[src/rtl/nor_mis_stim_gen.sv]
// Stimulus sequencer for the NOR multiple-input-switching delay chain:
// issues N rise/fall pairs on myinA1/myinA2 with a cycle-exact lead/lag skew.
module nor_mis_stim_gen #(
    parameter int CNT_W = 8,
    parameter int REP_W = 16
) (
    input  logic             clk,
    input  logic             rst_n,
    input  logic             start,
    input  logic             abort,
    input  logic             lead_sel,
    input  logic [CNT_W-1:0] skew_cyc,
    input  logic [CNT_W-1:0] hold_cyc,
    input  logic [REP_W-1:0] num_pairs,
    output logic             myinA1,
    output logic             myinA2,
    output logic             busy,
    output logic             done,
    output logic [REP_W-1:0] pair_cnt
);

    typedef enum logic [2:0] {
        IDLE, RISE_LEAD, LAG_HI, BOTH_HI, LAG_LO, BOTH_LO, FINISH
    } state_t;

    state_t           state;
    logic [CNT_W-1:0] cnt;
    logic             lead_lat;
    logic [CNT_W-1:0] s_lat;
    logic [CNT_W-1:0] h_lat;
    logic [REP_W-1:0] n_lat;
    logic             skew_zero;
    logic             last_pair;

    assign skew_zero = (s_lat == '0);
    assign last_pair = (pair_cnt == n_lat - REP_W'(1));

    always_ff @(posedge clk or negedge rst_n) begin
        if (!rst_n) begin
            state    <= IDLE;
            cnt      <= '0;
            lead_lat <= 1'b0;
            s_lat    <= '0;
            h_lat    <= '0;
            n_lat    <= '0;
            myinA1   <= 1'b0;
            myinA2   <= 1'b0;
            busy     <= 1'b0;
            done     <= 1'b0;
            pair_cnt <= '0;
        end else begin
            done <= 1'b0;
            if (state != IDLE && abort) begin
                state  <= IDLE;
                myinA1 <= 1'b0;
                myinA2 <= 1'b0;
                busy   <= 1'b0;
            end else begin
                case (state)
                    IDLE: begin
                        myinA1 <= 1'b0;
                        myinA2 <= 1'b0;
                        if (start) begin
                            lead_lat <= lead_sel;
                            s_lat    <= skew_cyc;
                            h_lat    <= hold_cyc;
                            n_lat    <= num_pairs;
                            pair_cnt <= '0;
                            if (num_pairs == '0) begin
                                done <= 1'b1;
                            end else begin
                                busy  <= 1'b1;
                                state <= RISE_LEAD;
                            end
                        end
                    end
                    // BOTH_LO expiry performs the rise itself so the pair period stays 2S+2H+2.
                    RISE_LEAD, BOTH_LO: begin
                        if (state == RISE_LEAD || cnt == '0) begin
                            if (lead_lat) myinA2 <= 1'b1;
                            else          myinA1 <= 1'b1;
                            if (skew_zero) begin
                                myinA1 <= 1'b1;
                                myinA2 <= 1'b1;
                                state  <= BOTH_HI;
                                cnt    <= h_lat;
                            end else begin
                                state <= LAG_HI;
                                cnt   <= s_lat - CNT_W'(1);
                            end
                        end else begin
                            cnt <= cnt - CNT_W'(1);
                        end
                    end
                    LAG_HI: begin
                        if (cnt == '0) begin
                            if (lead_lat) myinA1 <= 1'b1;
                            else          myinA2 <= 1'b1;
                            state <= BOTH_HI;
                            cnt   <= h_lat;
                        end else begin
                            cnt <= cnt - CNT_W'(1);
                        end
                    end
                    BOTH_HI: begin
                        if (cnt == '0) begin
                            if (lead_lat) myinA2 <= 1'b0;
                            else          myinA1 <= 1'b0;
                            if (skew_zero) begin
                                myinA1   <= 1'b0;
                                myinA2   <= 1'b0;
                                pair_cnt <= pair_cnt + REP_W'(1);
                                state    <= last_pair ? FINISH : BOTH_LO;
                                cnt      <= h_lat;
                            end else begin
                                state <= LAG_LO;
                                cnt   <= s_lat - CNT_W'(1);
                            end
                        end else begin
                            cnt <= cnt - CNT_W'(1);
                        end
                    end
                    LAG_LO: begin
                        if (cnt == '0) begin
                            if (lead_lat) myinA1 <= 1'b0;
                            else          myinA2 <= 1'b0;
                            pair_cnt <= pair_cnt + REP_W'(1);
                            state    <= last_pair ? FINISH : BOTH_LO;
                            cnt      <= h_lat;
                        end else begin
                            cnt <= cnt - CNT_W'(1);
                        end
                    end
                    FINISH: begin
                        done  <= 1'b1;
                        busy  <= 1'b0;
                        state <= IDLE;
                    end
                    default: begin
                        state <= IDLE;
                        busy  <= 1'b0;
                    end
                endcase
            end
        end
    end

endmodule

[config.mk]
export PLATFORM = sky130hd
export DESIGN_NAME = nor_mis_stim_gen
export DESIGN_NICKNAME = d
export VERILOG_FILES = /design/src/rtl/nor_mis_stim_gen.sv
export SDC_FILE = /design/constraint.sdc
export NUM_CORES = 1
export LEC_CHECK = 0
export ABC_CLOCK_PERIOD_IN_PS = 2450
export BUFFER_PORTS_ARGS = -buffer_cell sky130_fd_sc_hd__buf_4
export CAP_MARGIN = 5
export CORE_ASPECT_RATIO = 0.7
export CORE_MARGIN = 2
export CORE_UTILIZATION = 52
export CTS_CLUSTER_SIZE = 14
export DETAILED_ROUTE_END_ITERATION = 8
export MAX_ROUTING_LAYER = met4
export PLACE_DENSITY = 0.81
export SYNTH_ARGS = -nofsm -noshare
export SYNTH_HDL_FRONTEND = slang
export SYNTH_SLANG_ARGS = --single-unit
[constraint.sdc]
create_clock -name clk -period 2.45 [get_ports clk]
set_clock_uncertainty 0.1 [all_clocks]
set_input_delay 0.3675 -clock clk [delete_from_list [all_inputs] [get_ports clk]]
set_output_delay 0.3675 -clock clk [all_outputs]
set_load 0.1 [all_outputs]
; ---- Word-level counts from Yosys, hierarchy flattened
; Index checks and enable logic that the tools add are counted.
[totals]
regBits = 64
latchBits = 0
ram_bits = 0
mem_bits_ro = 0
inputBits = 37
output_inout_bits = 20
wordCells = 111
mem_count = 0
[op_classes]
add_sub_neg = 4
n_mul = 0
div_mod_pow = 0
order_cmp = 0
eq_ne = 26
shift = 0
muxes = 49
bitwise = 1
reduce_logical = 20
[ops]
columns = op, n
row1 = $mux 16, 4
row2 = $pmux 16 s3, 1
row3 = $mux 8, 4
row4 = $ne 3x3->1 const B, 10
row5 = $mux 1, 25
row6 = $pmux 8 s3, 1
row7 = $mux 3, 7
row8 = $reduce_and 9->1, 2
row9 = $add 16x1->16 const B, 1
row10 = $eq 16x16->1, 1
row11 = $logic_not 16->1, 1
row12 = $logic_not 8->1, 2
row13 = $ne 4x4->1 const B, 4
row14 = $sub 16x1->16 const B, 1
row15 = $sub 8x1->8 const B, 2
row16 = $pmux 3 s5, 1
row17 = $reduce_and 6->1, 2
row18 = $pmux 1 s5, 2
row19 = $eq 3x3->1 const B, 3
row20 = $reduce_bool 3->1, 3
row21 = $ne 2x2->1 const B, 4
row22 = $eq 3x2->1 const B, 2
row23 = $reduce_and 3->1, 2
row24 = $reduce_bool 6->1, 1
row25 = 11 further kinds, 14

; ---- Longest topological paths before layout
; Gate-level depths: netlist of run 1.
[depth]
depth_word = 7
mapped_depth = 10
ltp_nobuf = 9

; ---- Worst setup path after synthesis of run 1
; No wires, ideal clock.
[synth_path]
path_kind = register -> register
startpoint = register n_lat[0]
endpoint = register state[0]
setup_time_ns = 0.121
arrival_ns = 2.474
required_time_ns = 2.229
slack_ns = -0.245
stages_incl_launch_ff = 10
path_buffers = 0
synth_period_minus_slack_ns = 2.695
path_cell_list = dfrtp_1 inv_1 ha_1 or4b_2 nor3_1 xor2_1 o221a_2 o21ai_0 o2111ai_1 a22o_1
[synth_via]
elab_chain_len = 7
elab_cells_between_ends = 8
cone_classes = add/sub: 1 / eq/ne: 1 / mux: 6
[synth_rtl]
columns = element, line
row1 = start: declaration, 31  ; logic [REP_W-1:0] n_lat;
row2 = start signal: assignment, 67  ; n_lat <= num_pairs;
row3 = $sub 16x1->16 (*), 36  ; assign last_pair = (pair_cnt == n_lat - REP_W'(1));
row4 = $eq 16x16->1 (*), 36
row5 = $mux 2 (*), "113, 128"
row6 = $mux 2, 109  ; if (skew_zero) begin
row7 = $mux 3, 106  ; if (cnt == '0) begin
row8 = $pmux 3 s5 (*), 59  ; case (state)
row9 = $mux 3 (*), 53  ; if (state != IDLE && abort) begin
row10 = end signal: assignment, 113  ; state <= last_pair ? FINISH : BOTH_LO;
row11 = end signal: assignment, 128  ; state <= last_pair ? FINISH : BOTH_LO;
row12 = end: declaration, 26  ; state_t state;
; Mark *: on every way between the ends. The rest lies on a longest branch, timed or not. The select of a mux whose other input is x is not followed.
; A chain may end at the register's enable or synchronous reset.

; ---- Final worst setup path of run 1
[layout_path]
startpoint = register cnt[3]
endpoint = register pair_cnt[12]
[layout_via]
elab_chain_len = 3
elab_cells_between_ends = 4
cone_classes = eq/ne: 2 / reduce/logical: 2
[layout_rtl]
columns = element, line
row1 = start: declaration, 27  ; logic [CNT_W-1:0] cnt;
row2 = start signal: assignment, 86  ; cnt <= h_lat;
row3 = start signal: assignment, 89  ; cnt <= s_lat - CNT_W'(1);
row4 = start signal: assignment, 92  ; cnt <= cnt - CNT_W'(1);
row5 = $logic_not 8->1 (*), "106, 124"
row6 = $ne 2x2->1 (no source line), --
row7 = $reduce_and 6->1 (no source line) (*), --
row8 = end signal: assignment, 112  ; pair_cnt <= pair_cnt + REP_W'(1);
row9 = end signal: assignment, 127  ; pair_cnt <= pair_cnt + REP_W'(1);
row10 = end: declaration, 19  ; output logic [REP_W-1:0] pair_cnt
; Mark *: on every way between the ends. The rest lies on a longest branch, timed or not.

==> results.cfg, run 1 <==
[placed_design]
placedCellCount = 590
globalplace.congestion = 0.9400
io_buffer_count = 56
hpwl_um = 7483

[die]
coreArea_sq_um = 7320
fp.dieW_um = 108.0
start_util_pct = 53.83
die_h_um = 76.83
die_area_sq_um = 8300
core.rowCount = 26
ioPinCount = 57

[cts]
path_clk_slew_ps = 70
htreeDepth = 3
cts_tree = built
clock-root-buffer = clkbuf_8
cts_buffer_depth = 2
cts_sinks = 64
cts_buffers = 9
ctsHoldBuffers = 0
clock_latency_ps = 350

[synthesis]
synth_cells = 425
synth_mux_area_share_pct = 10.10
synth_top_family_by_area = simple AND/OR/NAND/NOR gates
ys_top_cells_by_area = dfrtp_1, mux2_2, xnor2_1
avgSynthCellArea_sq_um = 9.271
synth_seq_cells = 64
synth-xor-area-share_pct = 7.558
synthTopCellsByCount = dfrtp_1, nor2_1, nand2_1, o21ai_0, mux2_2
ys.flop_type = dfrtp_1
yosysTopAreaCell = dfrtp_1
ys_seq_area_share_pct = 40.65
synth.distinct_cells = 59
synth_compound_area_share_pct = 14.23
ys_async_sr_fraction_pct = 100.0
yosysMostFrequentCell = dfrtp_1
synth_area_sq_um = 3940
synthesis.nets = 468
synth-simple-area-share_pct = 21.53
synth_edf_count = 0
yosys_warnings = 0
synthAdderAreaFrac_pct = 2.159
yosysTopAreaCellShare_pct = 40.65

[pwr]
swShare_pct = 41.88
p_clk_share_pct = 19.1
power_frac_seq_pct = 32.3
total_power_w = 0.005933
p_sw_w = 0.002485
vdd_drop_max_v = 0.0007709
pwr-share-comb_pct = 48.6
p_int_w = 0.003448
power_leakage_nw = 2.202
p_per_area_nw_per_um2 = 1147

[worst_setup_path]
crit_fanout = 7
cp-end-kind = flip-flop
cp.arrival_ps = 2710
required_ps = 2640
path_class = reg2reg
critPathLaunchType = flip-flop

[timing]
grt_setup_unrepaired = yes
worst_slew_pin_slew_ps = 813.6
maxSlewViolCount = 0
finalHoldViolCount = 0
fin_ws_ps = -70.48
finalSetupViolations = 7
min_period_ps = 2520
fmax_mhz = 396.8
fin_crit_sh_pct = 102.9
relSlewSlack_pct = 45.76

[layout]
multiInputGateArea_sq_um = 2399
final-seq-area_sq_um = 1607
syn_to_final_growth_pct = 31.31
n_fill_cell = 511
final_nets = 553
final_cells = 613
diodes = 0
layout-drive-gt1-share_pct = 35.73

[grt]
grt_max_degree = 65
grt-ovfl-total = 0
antenna_found_initial = 0
grt_pass1_wl_um = 17830
grt_usage_pct = 28.33
grt_pass1_vias = 3561

[run_status]
status = complete, but fails checks
violations = setup timing

[routing]
drc = 0
avgViaCountPerCell = 6.103
wirelength_um = 11240
wire_per_inst_um = 18.34
initialDrtViolationCount = 416
drt_first_pass_iters = 5
vias = 3741
detail-route-antenna-nets = 0

[run]
maxCapViolCount = 0

[worst_hold_path]
hold_path_class = in2async
[power by group through the flow]
stage               logic, W  clock network, W  registers (W)
floorplan            0.00157                 0        0.00201
global placement     0.00247                 0        0.00184
detailed placement   0.00254                 0        0.00187
CTS                  0.00264           0.00114        0.00187
global route         0.00312           0.00119        0.00197
finish               0.00288           0.00113        0.00191
[cell type report]
cell class                 count  share of cell area [%]
multi-input combinational    322                   46.36
sequential                    64                   31.05
timing repair buffer          93                   14.03
clock buffer                  11                   2.733
tap                           98                   2.370
clock inverter                 5                   2.007
inverter                      20                   1.451
[path summary, 6_finish.rpt]
kind | start | to | slack [ps] | cells past startpoint
setup / recovery | cnt[3]$_DFFE_PN0P_ | pair_cnt[12]$_DFFE_PN0P_ | -70 | 6
hold / removal | rst_n | cnt[1]$_DFFE_PN0P_ | 2 | 1
setup reg to reg | cnt[3]$_DFFE_PN0P_ | pair_cnt[12]$_DFFE_PN0P_ | -70 | 6
hold reg to reg | busy$_DFFE_PN0P_ | busy$_DFFE_PN0P_ | 420 | 1
max in group asynchronous | rst_n | pair_cnt[2]$_DFFE_PN0P_ | 1660 | 1
min in group clk | skew_cyc[1] | s_lat[1]$_DFFE_PN0P_ | 120 | 3
[state kept, by name, indices dropped and copies added (netlist names), 3 cells and up]
| name | cells |
|---|---|
| pair_cnt | 16 |
| n_lat | 16 |
| h_lat | 8 |
| state | 3 |
| cnt | 8 |
| s_lat | 8 |
[per-layer routing]
| layer | vias up | track usage [%] | wire length [um] |
|---|---|---|---|
| met1 | 1814 | 40.13 | 5043 |
| met5 | - | - | 0 |
| li1 | 1707 | - | - |
| met2 | 197 | 40.06 | 5099 |
| met4 | 0 | 8.462 | 182 |
| met3 | 23 | 7.313 | 916 |
[stage by stage]
step	TNS [ps]	hold WS, ps	utilization (%)	cell area, sq um	setup slack, ps
detailed placement	-272.5	401.3	63.95	4681	-107.2
CTS	-11.97	38.58	68.38	5005	-11.97
finish	-258.3	2.254	70.68	5174	-70.48
global route	-1244	77.00	70.68	5174	-141.9
floorplan	-44.75	-28.09	-	3969	-33.24
global placement	-143.6	388.4	63.95	4681	-115.4
[critical path, cell delays in order (launching register included)]
cell and delay (ps):
dfrtp_1 390, or4_4 550, or3_4 380, a22oi_4 260
nand4_4 220, or3_4 440, a21oi_2 110
[cells by family (layout without fill, tap and decap cells)]
kind of cell             Yosys count  after routing
multiplexers                      36             36
XOR/XNOR                          34             34
buffers and inverters             39            129
flip-flops                        64             64
AO/OA/AOI/OAI                     86             86
adder cells (fa/ha/maj)            7              7
AND/OR/NAND/NOR                  159            159
[cells in the final DEF (no fill, tap or decap), types with 3 or more instances in the layout]
master / count
bufinv_16: 3
nor3_1: 14
dfrtp_2: 4
nor2_1: 40
dfrtp_1: 60
xor2_1: 9
o21ai_0: 26
a211oi_1: 3
nand3_1: 8
o21ai_1: 5
nor2b_1: 11
or3_4: 3
a21oi_1: 12
a221oi_1: 3
buf_4: 88
mux2_2: 30
buf_6: 4
inv_1: 18
clkbuf_8: 10
mux2i_1: 6
nor3_2: 6
nand4_1: 4
xnor2_1: 25
o22ai_1: 4
a21oi_2: 3
nand2_1: 33
nand2b_1: 3
ha_1: 5
nor4_1: 6
nand3b_1: 4
[what timing repair did]
action | CTS | global route
resized for setup | 14 | 36
pin swaps | 9 | 25
setup buffers | 3 | 5
setup endpoints to repair | 9 | 23
Note: power is estimated with default switching activity, not from simulation.
==> run 2, diff against run 1 <==
- CORE_UTILIZATION: 52 -> 40
- CTS_BUF_LIST: default -> sky130_fd_sc_hd__clkbuf_8
- PLACE_DENSITY: 0.81 -> 0.66
==> run 2 against run 1 <==
Effect of this change:
- the run ends with hold timing, setup timing left
- maximum frequency rose by 0.67%
- clock power fell by 22%
- combinational power rose by 5%
- sequential cell count did not move
- routed wire length fell by 5.1%
- sequential power fell by 3%
- global-route usage fell by 6.4 points
- count of clock-buffer cells in the layout fell by 1
- utilization fell by 16 points
- sequential share of layout area fell by 0.51 points
- total power fell by 2.7%
- critical path type unchanged
==> results.cfg, run 2 (synthesis gave the netlist of run 1 again) <==
[timing]
fin_crit_sh_pct = 102.2
holdWs_ps = -2.523
finalSetupViolations = 5
grt_setup_unrepaired = yes
fin_ws_ps = -53.68
finalHoldViolCount = 2
tns_ps = -174.0
min_period_ps = 2504
relSlewSlack_pct = 45.18
maxSlewViolCount = 0
worst_slew_pin_slew_ps = 822.3
fmax_mhz = 399.4

[grt]
grt-ovfl-total = 0
antenna_found_initial = 0
grt_usage_pct = 21.93
grt_max_degree = 65
grt_pass1_vias = 3342
grt_pass1_wl_um = 17460

[routing]
wire_per_inst_um = 16.29
drc = 0
detail-route-antenna-nets = 0
initialDrtViolationCount = 238
wirelength_um = 10670
vias = 3593
drt_first_pass_iters = 5
avgViaCountPerCell = 5.485

[run_status]
status = complete, but fails checks
violations = hold timing, setup timing

[layout]
layout-drive-gt1-share_pct = 37.57
final-seq-area_sq_um = 1607
largestRegisters = n_lat (16), pair_cnt (16)
finish.utilization_pct = 54.53
final_cell_mix = buf_4, dfrtp_1, nor2_1
n_fill_cell = 898
syn_to_final_growth_pct = 33.50
final_nets = 566
final_cells = 655
diodes = 0
multiInputGateArea_sq_um = 2411
final_common_cell = buf_4

[worst_setup_path]
required_ps = 2630
path_class = reg2reg
reg2reg_slack_ps = -50
crit_fanout = 8
cp.arrival_ps = 2690
critPathLaunchType = flip-flop
cp-end-kind = flip-flop

[cts]
cts_buffer_depth = 2
htreeDepth = 3
clock_latency_ps = 350
path_clk_slew_ps = 70
cts_tree = built
clock-root-buffer = clkbuf_8
cts_buffers = 9
cts_sinks = 64
ctsHoldBuffers = 0

[placed_design]
hpwl_um = 7914
placedCellCount = 632
globalplace.congestion = 0.9107
io_buffer_count = 56
pre_cts_slack_ps = -202.6

[die]
die_area_sq_um = 10670
ioPinCount = 57
coreArea_sq_um = 9647
fp.dieW_um = 122.6
start_util_pct = 40.84
core.rowCount = 30
die_h_um = 87.04

[pwr]
total_power_w = 0.005771
vdd_drop_max_v = 0.0004417
p_per_area_nw_per_um2 = 1097
power_leakage_nw = 2.273

[worst_hold_path]
hold_path_class = in2async

[run]
maxCapViolCount = 0
[run 2: report_power, final]
part           switching [W]  internal (W)
sequential          0.000408       0.00145
combinational        0.00161       0.00142
clock               0.000404      0.000483
[run 2: worst paths after layout]
path                                          from                       to  cells past startpoint
worst max-delay path            cnt[3]$_DFFE_PN0P_  pair_cnt[9]$_DFFE_PN0P_                      6
worst min-delay path                         rst_n     h_lat[4]$_DFFE_PN0P_                      1
worst max register to register  cnt[3]$_DFFE_PN0P_  pair_cnt[9]$_DFFE_PN0P_                      6
worst min register to register  cnt[0]$_DFFE_PN0P_       cnt[0]$_DFFE_PN0P_                      2
max in group asynchronous                    rst_n  pair_cnt[3]$_DFFE_PN0P_                      1
min in group clk                       skew_cyc[1]     s_lat[1]$_DFFE_PN0P_                      3
[run 2: per-layer routing]
metal  vias to the layer above  routed length, um  global-route usage (%)
met3                         7                599                   5.628
met2                       116               4425                   28.79
li1                       1731                  -                       -
met1                      1739               5574                   33.74
met5                         -                  0                       -
met4                         0                 71                   3.762
[run 2: critical path: stages (launching register included)]
cell	delay, ps
dfrtp_1	390
or4_4	540
or3_4	370
a22oi_4	230
nand4_4	250
or3_4	430
a21oi_2	120
[run 2: layout make-up]
class / instances / area share, %
clock inverter: 5 / 0.9515
clock buffer: 10 / 2.617
inverter: 20 / 1.427
tap: 128 / 3.045
multi-input combinational: 322 / 45.84
sequential: 64 / 30.54
timing repair buffer: 106 / 15.58
[run 2: metrics by stage]
step | cell area [sq um] | hold slack (ps)
3_3_place_gp | 4808 | 398.2
4_1_cts | 5089 | 39.55
3_5_place_dp | 4808 | 406.6
5_1_grt | 5260 | 56.35
2_1_floorplan | 3969 | -28.09
6_report | 5260 | -2.523
[run 2: what timing repair did]
action | CTS | global route
endpoints found under the setup margin | 7 | 21
buffers inserted | 2 | 6
pin swaps | 16 | 13
resized for setup | 19 | 33
==> run 3, diff against run 2 <==
- CORE_ASPECT_RATIO: 0.7 -> default
==> run 3 against run 2 <==
Effect of this change:
- the run ends with setup timing left
- utilization decreased by 0.48 points
- global-route usage fell by 1.5 points
- routed wire length shrank 3.9%
- final cell count rose by 0.76%
- critical endpoint is now pair_cnt[15]$_DFFE_PN0P_
- combinational power is 5% lower
- first-iteration DRC count fell by 15%
==> results.cfg, run 3 (synthesis gave the netlist of run 1 again) <==
[run_status]
status = complete, but fails checks
violations = setup timing

[timing]
relSlewSlack_pct = 65.30
min_period_ps = 2474
maxSlewViolCount = 0
worst_slew_pin_slew_ps = 520.6
fin_crit_sh_pct = 101.0
fin_ws_ps = -24.03
fmax_mhz = 404.2
finalHoldViolCount = 0
tns_ps = -24.03
grt_setup_unrepaired = yes
finalSetupViolations = 1

[placed_design]
io_buffer_count = 56
placedCellCount = 636
placed_cell_area_sq_um = 4807
hpwl_um = 7666
globalplace.congestion = 0.9271

[run]
maxCapViolCount = 0

[routing]
wirelength_um = 10250
avgViaCountPerCell = 5.415
wire_per_inst_um = 15.53
initialDrtViolationCount = 202
drc = 0
vias = 3574
drt_first_pass_iters = 4
detail-route-antenna-nets = 0

[layout]
largestRegisters = n_lat (16), pair_cnt (16)
syn_to_final_growth_pct = 32.84
final_nets = 565
final_area_sq_um = 5234
finish.utilization_pct = 54.04
final_cell_mix = buf_4, dfrtp_1, nor2_1
diodes = 0
n_fill_cell = 888
layout-drive-gt1-share_pct = 35.67
final_common_cell = buf_4
final_cells = 660

[cts]
clock-root-buffer = clkbuf_8
htreeDepth = 3
cts_sinks = 64
cts_buffers = 9
cts_tree = built
cts_buffer_depth = 2
path_clk_slew_ps = 80
clock_latency_ps = 350

[grt]
grt_pass1_vias = 3455
antenna_found_initial = 0
grt_usage_pct = 20.41
grt_pass1_wl_um = 16530
grt_max_degree = 38
grt-ovfl-total = 0

[worst_setup_path]
path_class = reg2reg
worstReg2RegStart = cnt[3]$_DFFE_PN0P_
cp.arrival_ps = 2620
crit_fanout = 7
timing.critical_path.from = cnt[3]$_DFFE_PN0P_
required_ps = 2590
slowest_stage = or4_4
path_cells = or4_4 -> or3_4 -> a22oi_4 -> nand4_4 -> buf_4 -> nor4_4 -> xnor2_1 -> nor2_1
cp-end-kind = flip-flop
critPathLaunchType = flip-flop
slowest_delay_ps = 540

[pwr]
power_leakage_nw = 2.241
vdd_drop_max_v = 0.0004718
total_power_w = 0.005645
p_per_area_nw_per_um2 = 1078

[worst_hold_path]
min_from = skew_cyc[1]
hold_path_class = in2reg

[die]
die_area_sq_um = 10660
fp.dieW_um = 103.2
coreArea_sq_um = 9684
ioPinCount = 57
start_util_pct = 40.68
die_h_um = 103.2
core.rowCount = 36
-- run 3: power by group --
part | total, W | internal (W) | switching [W] | leakage (nW)
logic | 0.00288 | 0.00136 | 0.00152 | 1.35
clock network | 0.000899 | 0.000462 | 0.000437 | 0.0996
registers | 0.00187 | 0.00145 | 0.000419 | 0.793
total | 0.00564 | 0.00327 | 0.00238 | 2.24
-- run 3: worst max-delay path: cells and delay by family (launching register included) --
family | cells | cell delay (ps)
AOI/OAI and AO/OA | 1 | 240
xor gates and xnor gates | 1 | 150
buffers and inverters | 1 | 190
DFF | 1 | 380
and+or+nand+nor | 5 | 1300
-- run 3: path summary, 6_finish.rpt --
path,end,slack [ps],depth (start not counted)
worst max-delay path,pair_cnt[15]$_DFFE_PN0P_,-20,8
worst min-delay path,s_lat[1]$_DFFE_PN0P_,130,3
worst max register to register,pair_cnt[15]$_DFFE_PN0P_,-20,8
worst min register to register,busy$_DFFE_PN0P_,400,1
max in group asynchronous,n_lat[13]$_DFFE_PN0P_,1230,3
min in group asynchronous,h_lat[6]$_DFFE_PN0P_,400,2
-- run 3: layer usage --
layer	wire length, um	vias up	global-route usage (%)
met5	0	-	-
met4	159	0	7.186
met3	655	10	3.898
met2	4754	105	30.67
met1	4680	1732	27.67
li1	-	1727	-
-- run 3: final cells by class --
| type | count | area (sq um) | share of cell area (%) |
|---|---|---|---|
| sequential | 64 | 1607 | 30.70 |
| multi-input combinational | 322 | 2382 | 45.52 |
| tap | 133 | 166.4 | 3.180 |
| inverter | 20 | 75.07 | 1.434 |
| clock inverter | 7 | 65.06 | 1.243 |
| timing repair buffer | 105 | 814.5 | 15.56 |
| clock buffer | 9 | 123.9 | 2.367 |
-- run 3: through the flow --
step	worst slack, ps	hold slack, ps
final	-24.03	125.9
after global routing	-133.1	123.5
after CTS	-8.749	117.9
after detailed placement	-44.95	249.6
after global placement	16.56	242.0
after floorplan	-33.24	-28.09
-- run 3: repair_timing --
action / 4_1_cts / 5_1_grt
setup endpoints to repair: 3 / 18
endpoints found under the hold margin: 32 / 0
buffers inserted: 1 / 6
pin swaps: 5 / 21
gates cloned: 0 / 0
hold buffers: 1 / 0
gates resized for setup: 5 / 38
